==> src/rtl/regfile_uart_dumper.sv <==
// Register file with two registered read ports plus a byte-stream dumper that
// emits full or dirty-only frames over a valid/ready link, closed by an XOR checksum.
module regfile_uart_dumper #(
    parameter int unsigned XLEN      = 32,
    parameter int unsigned NREGS     = 32,
    parameter logic [7:0]  HDR_ALL   = 8'hA5,
    parameter logic [7:0]  HDR_DIRTY = 8'h5A
) (
    input  logic                     clk12,
    input  logic                     rst,
    input  logic                     wr_en,
    input  logic [$clog2(NREGS)-1:0] wr_addr,
    input  logic [XLEN-1:0]          wr_data,
    input  logic [$clog2(NREGS)-1:0] rd_addr0,
    input  logic [$clog2(NREGS)-1:0] rd_addr1,
    output logic [XLEN-1:0]          rd_data0,
    output logic [XLEN-1:0]          rd_data1,
    input  logic                     dump_req,
    input  logic                     dump_mode,
    output logic                     busy,
    output logic [7:0]               tx_data,
    output logic                     tx_valid,
    input  logic                     tx_ready
);
    localparam int unsigned AW        = $clog2(NREGS);
    localparam int unsigned NBYTES    = XLEN / 8;
    localparam int unsigned BW        = $clog2(NBYTES + 1);
    localparam logic [AW:0]   NREGS_C   = (AW+1)'(NREGS);
    localparam logic [AW:0]   LAST_C    = (AW+1)'(NREGS - 1);
    localparam logic [BW-1:0] NBYTES_C  = BW'(NBYTES);
    localparam logic [BW-1:0] ONE_B     = BW'(1'b1);
    localparam logic [7:0]    TERM_BYTE = 8'hFF;

    typedef enum logic [2:0] {
        ST_IDLE = 3'd0,
        ST_HDR  = 3'd1,
        ST_SCAN = 3'd2,
        ST_IDX  = 3'd3,
        ST_DATA = 3'd4,
        ST_TERM = 3'd5,
        ST_CSUM = 3'd6
    } state_t;

    function automatic logic [7:0] csum_fold(input logic [7:0] acc, input logic [7:0] b);
        return acc ^ b;
    endfunction

    logic [XLEN-1:0] regs_r [NREGS];
    logic [NREGS-1:0] dirty_r, snap_r, wr_mask_s;
    logic [XLEN-1:0] rd0_r, rd1_r;
    state_t          state_r, state_nx;
    logic            mode_r;
    logic [7:0]      tx_data_r, tx_data_nx, csum_r, csum_nx;
    logic            tx_valid_r, tx_valid_nx, busy_r, busy_nx;
    logic [AW:0]     reg_idx_r, reg_idx_nx, idx_inc_s;
    logic [BW-1:0]   byte_idx_r, byte_idx_nx;
    logic [XLEN-1:0] shift_r, shift_nx, cur_word_s, next_word_s;
    logic            accept_s, xfer_s, wr_hit_s;

    assign wr_hit_s    = wr_en & (wr_addr != {AW{1'b0}});
    assign wr_mask_s   = {{(NREGS-1){1'b0}}, wr_hit_s} << wr_addr;
    assign xfer_s      = tx_valid_r & tx_ready;
    assign idx_inc_s   = reg_idx_r + {{AW{1'b0}}, 1'b1};
    assign cur_word_s  = regs_r[reg_idx_r[AW-1:0]];
    assign next_word_s = regs_r[idx_inc_s[AW-1:0]];

    assign rd_data0 = rd0_r;
    assign rd_data1 = rd1_r;
    assign tx_data  = tx_data_r;
    assign tx_valid = tx_valid_r;
    assign busy     = busy_r;

    // Register array and live dirty bits; a write in the accept cycle survives the clear
    always_ff @(posedge clk12) begin
        if (rst) begin
            for (int i = 0; i < NREGS; i++) begin
                regs_r[i] <= {XLEN{1'b0}};
            end
            dirty_r <= {NREGS{1'b0}};
        end else begin
            if (wr_hit_s) begin
                regs_r[wr_addr] <= wr_data;
            end
            dirty_r <= (accept_s ? {NREGS{1'b0}} : dirty_r) | wr_mask_s;
        end
    end

    // Registered read ports (read-before-write, index 0 forced to zero)
    always_ff @(posedge clk12) begin
        if (rst) begin
            rd0_r <= {XLEN{1'b0}};
            rd1_r <= {XLEN{1'b0}};
        end else begin
            rd0_r <= (rd_addr0 == {AW{1'b0}}) ? {XLEN{1'b0}} : regs_r[rd_addr0];
            rd1_r <= (rd_addr1 == {AW{1'b0}}) ? {XLEN{1'b0}} : regs_r[rd_addr1];
        end
    end

    // Dump FSM state, output registers, counters and the dirty snapshot
    always_ff @(posedge clk12) begin
        if (rst) begin
            state_r    <= ST_IDLE;
            tx_data_r  <= 8'h00;
            tx_valid_r <= 1'b0;
            busy_r     <= 1'b0;
            reg_idx_r  <= {(AW+1){1'b0}};
            byte_idx_r <= {BW{1'b0}};
            shift_r    <= {XLEN{1'b0}};
            csum_r     <= 8'h00;
            snap_r     <= {NREGS{1'b0}};
            mode_r     <= 1'b0;
        end else begin
            state_r    <= state_nx;
            tx_data_r  <= tx_data_nx;
            tx_valid_r <= tx_valid_nx;
            busy_r     <= busy_nx;
            reg_idx_r  <= reg_idx_nx;
            byte_idx_r <= byte_idx_nx;
            shift_r    <= shift_nx;
            csum_r     <= csum_nx;
            if (accept_s) begin
                snap_r <= dirty_r;
                mode_r <= dump_mode;
            end
        end
    end

    // Next-state and next-output logic; everything advances only on a byte transfer
    always_comb begin
        state_nx    = state_r;
        tx_data_nx  = tx_data_r;
        tx_valid_nx = tx_valid_r;
        busy_nx     = busy_r;
        reg_idx_nx  = reg_idx_r;
        byte_idx_nx = byte_idx_r;
        shift_nx    = shift_r;
        csum_nx     = csum_r;
        accept_s    = 1'b0;
        case (state_r)
            ST_IDLE: begin
                if (dump_req) begin
                    accept_s    = 1'b1;
                    state_nx    = ST_HDR;
                    tx_valid_nx = 1'b1;
                    tx_data_nx  = dump_mode ? HDR_DIRTY : HDR_ALL;
                    busy_nx     = 1'b1;
                    reg_idx_nx  = {(AW+1){1'b0}};
                    byte_idx_nx = {BW{1'b0}};
                    csum_nx     = 8'h00;
                end else begin
                    tx_valid_nx = 1'b0;
                    busy_nx     = 1'b0;
                end
            end
            ST_HDR: begin
                if (xfer_s) begin
                    csum_nx = csum_fold(csum_r, tx_data_r);
                    if (mode_r) begin
                        state_nx    = ST_SCAN;
                        tx_valid_nx = 1'b0;
                    end else begin
                        state_nx    = ST_DATA;
                        shift_nx    = cur_word_s;
                        tx_data_nx  = cur_word_s[7:0];
                        byte_idx_nx = ONE_B;
                    end
                end else begin
                    state_nx = ST_HDR;
                end
            end
            ST_SCAN: begin
                if (reg_idx_r == NREGS_C) begin
                    state_nx    = ST_TERM;
                    tx_valid_nx = 1'b1;
                    tx_data_nx  = TERM_BYTE;
                end else if (snap_r[reg_idx_r[AW-1:0]]) begin
                    state_nx    = ST_IDX;
                    tx_valid_nx = 1'b1;
                    tx_data_nx  = 8'(reg_idx_r);
                end else begin
                    reg_idx_nx = idx_inc_s;
                end
            end
            ST_IDX: begin
                if (xfer_s) begin
                    csum_nx     = csum_fold(csum_r, tx_data_r);
                    state_nx    = ST_DATA;
                    shift_nx    = cur_word_s;
                    tx_data_nx  = cur_word_s[7:0];
                    byte_idx_nx = ONE_B;
                end else begin
                    state_nx = ST_IDX;
                end
            end
            ST_DATA: begin
                if (xfer_s) begin
                    csum_nx = csum_fold(csum_r, tx_data_r);
                    if (byte_idx_r == NBYTES_C) begin
                        if (mode_r) begin
                            reg_idx_nx  = idx_inc_s;
                            state_nx    = ST_SCAN;
                            tx_valid_nx = 1'b0;
                        end else if (reg_idx_r == LAST_C) begin
                            state_nx   = ST_CSUM;
                            tx_data_nx = csum_nx;
                        end else begin
                            reg_idx_nx  = idx_inc_s;
                            shift_nx    = next_word_s;
                            tx_data_nx  = next_word_s[7:0];
                            byte_idx_nx = ONE_B;
                        end
                    end else begin
                        shift_nx    = shift_r >> 4'd8;
                        tx_data_nx  = shift_nx[7:0];
                        byte_idx_nx = byte_idx_r + ONE_B;
                    end
                end else begin
                    state_nx = ST_DATA;
                end
            end
            ST_TERM: begin
                if (xfer_s) begin
                    csum_nx    = csum_fold(csum_r, tx_data_r);
                    state_nx   = ST_CSUM;
                    tx_data_nx = csum_nx;
                end else begin
                    state_nx = ST_TERM;
                end
            end
            ST_CSUM: begin
                if (xfer_s) begin
                    state_nx    = ST_IDLE;
                    tx_valid_nx = 1'b0;
                    tx_data_nx  = 8'h00;
                    busy_nx     = 1'b0;
                end else begin
                    state_nx = ST_CSUM;
                end
            end
            default: begin
                state_nx    = ST_IDLE;
                tx_valid_nx = 1'b0;
                busy_nx     = 1'b0;
            end
        endcase
    end
endmodule

==> config.mk <==
export PLATFORM = sky130hd
export DESIGN_NAME = regfile_uart_dumper
export DESIGN_NICKNAME = d
export VERILOG_FILES = /design/src/rtl/regfile_uart_dumper.sv
export SDC_FILE = /design/constraint.sdc
export NUM_CORES = 2
export LEC_CHECK = 0
export BUFFER_PORTS_ARGS = -buffer_cell sky130_fd_sc_hd__buf_2
export CAP_MARGIN = 20
export CORE_MARGIN = 10
export CORE_UTILIZATION = 45
export CTS_BUF_LIST = sky130_fd_sc_hd__clkbuf_8
export DETAILED_ROUTE_END_ITERATION = 12
export GPL_TIMING_DRIVEN = 0
export PLACE_DENSITY_LB_ADDON = 0.3
export SLEW_MARGIN = 20
export SYNTH_ARGS = -nofsm -noshare
export SYNTH_HDL_FRONTEND = slang
export SYNTH_SLANG_ARGS = --single-unit
export TNS_END_PERCENT = 10
==> constraint.sdc <==
create_clock -name clk12 -period 4.97 [get_ports clk12]
set_input_delay 0.2485 -clock clk12 [delete_from_list [all_inputs] [get_ports clk12]]
set_output_delay 0.2485 -clock clk12 [all_outputs]
set_load 0.05 [all_outputs]
; Word-level counts from Yosys, hierarchy flattened
; Memories as Yosys holds them, arrays and structs flattened. A register that Yosys moved wholly into a read port is not among the register bits.
; Cells that the tools add are included.
[word_totals]
reg_bits = 127
ramBits = 1024
output_inout_bits = 74
elab_cells = 149
n_memories = 1
[classes]
add_sub_neg = 2
order_cmp = 1
n_eq_ne = 26
n_shift = 1
muxes = 78
bitwise_logic = 6
n_reduce_logical = 23
[mem_list]
columns = memory, words, width, read_ports, rd_clocked_by_memory_dff, write_ports, line
row1 = regs_r, 32, 32, 4, 3, 32, 48  ; logic [XLEN-1:0] regs_r [NREGS];
[op_table]
columns = operator, n
row1 = 2-to-1 mux 32 bit, 9
row2 = 2-to-1 mux 8 bit, 14
row3 = one-hot mux 32 bit (3 select lines), 1
row4 = 2-to-1 mux 3 bit, 19
row5 = one-hot mux 8 bit (7 select lines), 1
row6 = 2-to-1 mux 6 bit, 7
row7 = OR 32 bit, 1
row8 = OR reduction 32 bit, 1
row9 = << shifter 1 x 5 -> 32 bit, 1
row10 = one-hot mux 3 bit (7 select lines), 1
row11 = "!= test 2 bit, second input constant", 10
row12 = one-hot mux 6 bit (3 select lines), 1
row13 = 2-to-1 mux 1 bit, 16
row14 = one-hot mux 8 bit (2 select lines), 1
row15 = 2-to-1 mux 5 bit, 3
row16 = "!= test 3 bit, second input constant", 5
row17 = AND reduction 7 bit, 2
row18 = "== test 3 bit, second input constant", 4
row19 = one-hot mux 3 bit (4 select lines), 1
row20 = zero test 5 bit, 2
row21 = AND reduction 10 bit, 1
row22 = AND reduction 8 bit, 1
row23 = bitwise XOR 8 bit, 1
row24 = nonzero test 7 bit, 1
row25 = other kinds (27), 33

; Logic depth before layout (Yosys ltp)
[depth]
depth_word = 8
depth_mapped = 17
ltp_nobuf = 9

; Worst setup path before layout
; OpenSTA, ideal clock, no wires.
[synth_timing]
path_kind = register -> register
from = reg reg_idx_r[0]
to = reg shift_r[15]
setup_time_ps = 129
t_arrival_ps = 3773
required_time_ps = 4841
setup_slack_ps = 1068
path_stages_with_launch = 17
period_less_slack_ps = 3902
cell_sequence = dfxtp_1 > buf_2 > buf_4 > buf_2 > buf_4 > buf_2 > inv_1 > ha_1 > buf_2 > clkbuf_1 > clkbuf_1 > mux4_2 > mux4_2 > nand2_1 > a21oi_1 > a2111oi_0 > nor2_1
[synth_between]
elab_chain_len = 7
[synth_lines]
columns = element, line
row1 = start: declaration, 55  ; logic [AW:0] reg_idx_r, reg_idx_nx, idx_inc_s;
row2 = start signal: assignment, 106  ; reg_idx_r <= {(AW+1){1'b0}};
row3 = start signal: assignment, 117  ; reg_idx_r <= reg_idx_nx;
row4 = adder 6 x 1 -> 6 bit, 63  ; assign idx_inc_s = reg_idx_r + {{AW{1'b0}}, 1'b1};
row5 = memory (32 x 32 bit), n/a
row6 = 2-to-1 mux 32 bit, 203  ; end else if (reg_idx_r == LAST_C) begin
row7 = 2-to-1 mux 32 bit, 199  ; if (mode_r) begin
row8 = 2-to-1 mux 32 bit, 198  ; if (byte_idx_r == NBYTES_C) begin
row9 = 2-to-1 mux 32 bit, 196  ; if (xfer_s) begin
row10 = one-hot mux 32 bit (3 select lines), 139  ; case (state_r)
row11 = end signal: assignment, 108  ; shift_r <= {XLEN{1'b0}};
row12 = end signal: assignment, 119  ; shift_r <= shift_nx;
row13 = end: declaration, 57  ; logic [XLEN-1:0] shift_r, shift_nx, cur_word_s, next_word_s;
; Parallel ways exist; a longest one is shown, timed or not. The select of a mux whose other input is x is not followed.
; A chain may end at the register's enable or synchronous reset.

; Final worst setup path
[layout_timing]
from = reg reg_idx_r[0]
to = reg tx_data_r[7], in the netlist tx_data[7]
[layout_between]
elab_chain_len = 7
[layout_lines]
columns = element, line
row1 = adder 6 x 1 -> 6 bit, 63
row2 = memory (32 x 32 bit), n/a
row3 = 2-to-1 mux 8 bit, 203
row4 = 2-to-1 mux 8 bit, 199
row5 = 2-to-1 mux 8 bit, 198
row6 = 2-to-1 mux 8 bit, 196
row7 = one-hot mux 8 bit (7 select lines), 139
row8 = end signal: assignment, 114  ; tx_data_r <= tx_data_nx;
row9 = end: declaration, 53  ; logic [7:0] tx_data_r, tx_data_nx, csum_r, csum_nx;
; Parallel ways exist; a longest one is shown, timed or not. The select of a mux whose other input is x is not followed.

==> reports/metrics.cfg <==
[cells_and_area]
filler_cell_count=14800
nets=6590
finalNonFillerCells=9070
layout.cell_area.non_filler_sq_um=90200
mostFrequentLayoutCell=sky130_fd_sc_hd__edfxtp_1
commonest_cells_after_routing_fill_and_taps_aside=sky130_fd_sc_hd__edfxtp_1 (1024), sky130_fd_sc_hd__and2_1 (1001), sky130_fd_sc_hd__mux4_2 (853)
layout_cell_share_with_drive_strength_beyond_1_pct=28.6
final-seq-area_sq_um=34500
area_growth_pct=15.5
multi_input_area_sq_um=41400

[synth]
synth.yosys.warnings=0
postSynth.topFlopCell=sky130_fd_sc_hd__edfxtp_1
ys_seq_elements=1212
syn-instance-count=6005
synthesis.area_sq_um=78100
synth_enable_flop_cells=1024
syn-mean-instance-area_sq_um=13.0
count_of_unique_library_cells_instantiated_by_yosys=66
synth_async_sr_flop_share_pct=0
yosysSeqAreaShare_pct=44.2

[routing]
post-route-drc-count=0
dr_total_vias=67300
detailedRoute.firstPassIterationCount=7
antenna_violation_net_count_after_detailed_routing=0
drt_iter0_markers=13900
routed_via_density=7.42
route.final.wire_length_um=440000
detail_route.wl_per_cell_um=48.6

[power_and_ir_drop]
intPower_mw=19.7
power.density_cell_area_nw_per_um2=329
combPwrFrac_pct=23.2
total_power_mw=29.6
netSwitchingFraction_pct=33.5
vdd.ir_drop.worst_uv=314
pwr-share-clk_pct=35.9
seqPwrFrac_pct=41.0
power.static_leakage_nw=31.5
total_switching_power_mw=9.93

[place]
post_dp_cell_area_sq_um=84600
place_inst=8570
dp_hpwl_um=331000
io_buffer_count=122
gp_routability_congestion=1.08

[run_status]
run_status=complete, but fails checks
violations=setup timing

[clock_tree]
clk_path_buf_depth=3
insertion_delay_ns=1.11
clock-sinks=1212
cts_max_level=4
cts_tree=built
ctsRootBufferMaster=sky130_fd_sc_hd__clkbuf_8
cts.clk_slew.worst_paths_ns=0.07
numCtsBuffers=220

[hold_path]
min_path_type=input pin to flop
hold-path-cell-count=4

[worst_setup_path]
arrival_ns=6.11
timing.setup.critical_path_class=flop to flop
reg2reg_setup_slack_ns=-0.18
critical_path.max_fanout=11
timing.critical_path.required_ns=5.93
setup.worst_path.end=tx_data[7]
timing.critical_path.from_type=flop
cp-end-kind=flop
worst_r2r_startpoint=reg_idx_r[0]
worst_r2r_path_depth=17
setup.worst_path.start=reg_idx_r[0]
crit-reg2reg-capture=tx_data[7]

[sta]
finalHoldViolCount=0
setup-violations-final=9
timing.clock.skew_ns=0.0597
timing.final.crit_period_ns=5.15
layout_worst_path_cycle_share_pct=104
rsz_0062_raised_after_global_routing=true
report.final.slew_viol_count=0
worst_pin_slew_ns=1.39
slew-limit-headroom_pct=7.25
finalWorstSetupSlack_ns=-0.184
max_frequency_ghz=0.194

[floorplan]
core_rows=152
ioPinCount=127
start_util_pct=45.4
die_area_sq_um=191000
fp.dieW_um=437
dieHeight_um=437
core_footprint_sq_um=172000

[global_routing]
first_global_vias=63000
grt_max_degree=27
initial_antenna_violation_count=37
grt_overflow=0
track_usage_pct=44.7
grt_pass1_wl_um=573000

[job]
maxCapViolCount=0

## final cells by class
| cell class | count | share of cell area (%) |
|---|---|---|
| Antenna cell | 36 | 0.0999 |
| Buffer | 638 | 3.32 |
| Clock buffer | 255 | 3.89 |
| Clock inverter | 158 | 1.37 |
| Inverter | 29 | 0.121 |
| Multi-Input combinational cell | 4157 | 45.9 |
| Sequential cell | 1212 | 38.3 |
| Tap cell | 2310 | 3.20 |
| Timing Repair Buffer | 275 | 3.81 |
## metal layers
metal / vias up / part of all wire [%] / track usage (%)
met3: 1701 / 14 / 17.0
li1: 24700 / - / -
met4: 8 / 11 / 39.8
met1: 33800 / 34 / 53.9
met5: - / 0.012 / 0
met2: 7037 / 41 / 62.0
## flip-flops by register name, indices dropped and copies added, names as in the netlist, named ones only
register / flops
rd_data0: 32
busy: 1
byte_idx_r: 3
tx_valid: 1
regs_r: 1024
rd_data1: 32
csum_r: 8
mode_r: 1
snap_r: 32
dirty_r: 32
reg_idx_r: 6
tx_data: 8
state_r: 3
shift_r: 24
## power by group through the flow
stage / combinational [mW] / sequential (mW) / clock, mW
after floorplan: 3.36 / 12.4 / 0
after global placement: 6.13 / 12.4 / 0
after detailed placement: 6.43 / 12.3 / 0
after CTS: 6.51 / 12.1 / 10.5
after global routing: 6.76 / 12.2 / 10.9
final: 6.87 / 12.1 / 10.6
## what timing repair did
item	CTS	global route
gates resized for setup	44	7
endpoints found under the hold margin	457	0
setup endpoints to repair	36	9
setup buffers	0	0
cloned	0	0
hold buffers	46	0
pin swaps	1	1
## logic make-up after synthesis
| kind of cell | share of synthesized area (%) |
|---|---|
| multiplexers | 32.5 |
| adder cells (fa/ha/maj) | 0.0641 |
| other | 0.00480 |
| flip-flops | 44.2 |
| XOR/XNOR | 0.157 |
| AND/OR/NAND/NOR | 11.4 |
| AO/OA/AOI/OAI | 8.00 |
| buffers and inverters | 3.61 |
## worst min path at each step
stage	start	to	slack, ns
floorplan	dump_mode	mode_r	0.38
global placement	dirty_r[17]	snap_r[17]	0.44
detailed placement	dirty_r[8]	snap_r[8]	0.44
CTS	dump_mode	mode_r	0.00009
global route	dump_mode	mode_r	0.05
finish	dump_mode	mode_r	0.01
## worst max-delay path: stages (launching register included)
cell and delay [ns]:
sky130_fd_sc_hd__dfxtp_4 0.46, sky130_fd_sc_hd__buf_8 0.23, sky130_fd_sc_hd__buf_12 0.25, sky130_fd_sc_hd__buf_12 0.22
sky130_fd_sc_hd__buf_8 0.21, sky130_fd_sc_hd__buf_8 0.21, sky130_fd_sc_hd__inv_1 0.07, sky130_fd_sc_hd__ha_1 0.32
sky130_fd_sc_hd__buf_4 0.21, sky130_fd_sc_hd__buf_4 0.35, sky130_fd_sc_hd__buf_4 0.37, sky130_fd_sc_hd__buf_4 0.41
sky130_fd_sc_hd__mux4_2 0.39, sky130_fd_sc_hd__mux2i_1 0.19, sky130_fd_sc_hd__a21oi_1 0.27, sky130_fd_sc_hd__a32oi_1 0.28
sky130_fd_sc_hd__o2111ai_1 0.23, sky130_fd_sc_hd__a22o_1 0.27
## Yosys cell counts, types with 133 or more instances
cell type,count,share of area [%]
sky130_fd_sc_hd__mux2i_1,448,5.7
sky130_fd_sc_hd__edfxtp_1,1024,39
sky130_fd_sc_hd__o22ai_1,139,1.1
sky130_fd_sc_hd__o21ai_0,210,1.3
sky130_fd_sc_hd__clkbuf_1,415,2.0
sky130_fd_sc_hd__mux4_2,853,25
sky130_fd_sc_hd__and2_1,1001,8.0
sky130_fd_sc_hd__mux2_2,151,2.2
sky130_fd_sc_hd__buf_2,133,0.85
sky130_fd_sc_hd__dfxtp_1,188,4.8
sky130_fd_sc_hd__nand2_1,215,1.0
sky130_fd_sc_hd__nor2_1,246,1.2
sky130_fd_sc_hd__a21oi_1,425,2.7
## per-stage QoR
stage / util (%) / setup TNS, ns / hold WS [ns] / worst slack, ns
2_1_floorplan: - / 0 / 0.384 / 1.07
3_3_place_gp: 47.5 / -3093.57 / 0.440 / -4.67
3_5_place_dp: 49.2 / -53.00 / 0.444 / -2.43
4_1_cts: 52.3 / 0 / 0.0000910 / 0.0607
5_1_grt: 52.4 / -0.110 / 0.0474 / -0.0523
6_report: 52.4 / -1.02 / 0.0142 / -0.184
Power figures use the tool's default switching activity.
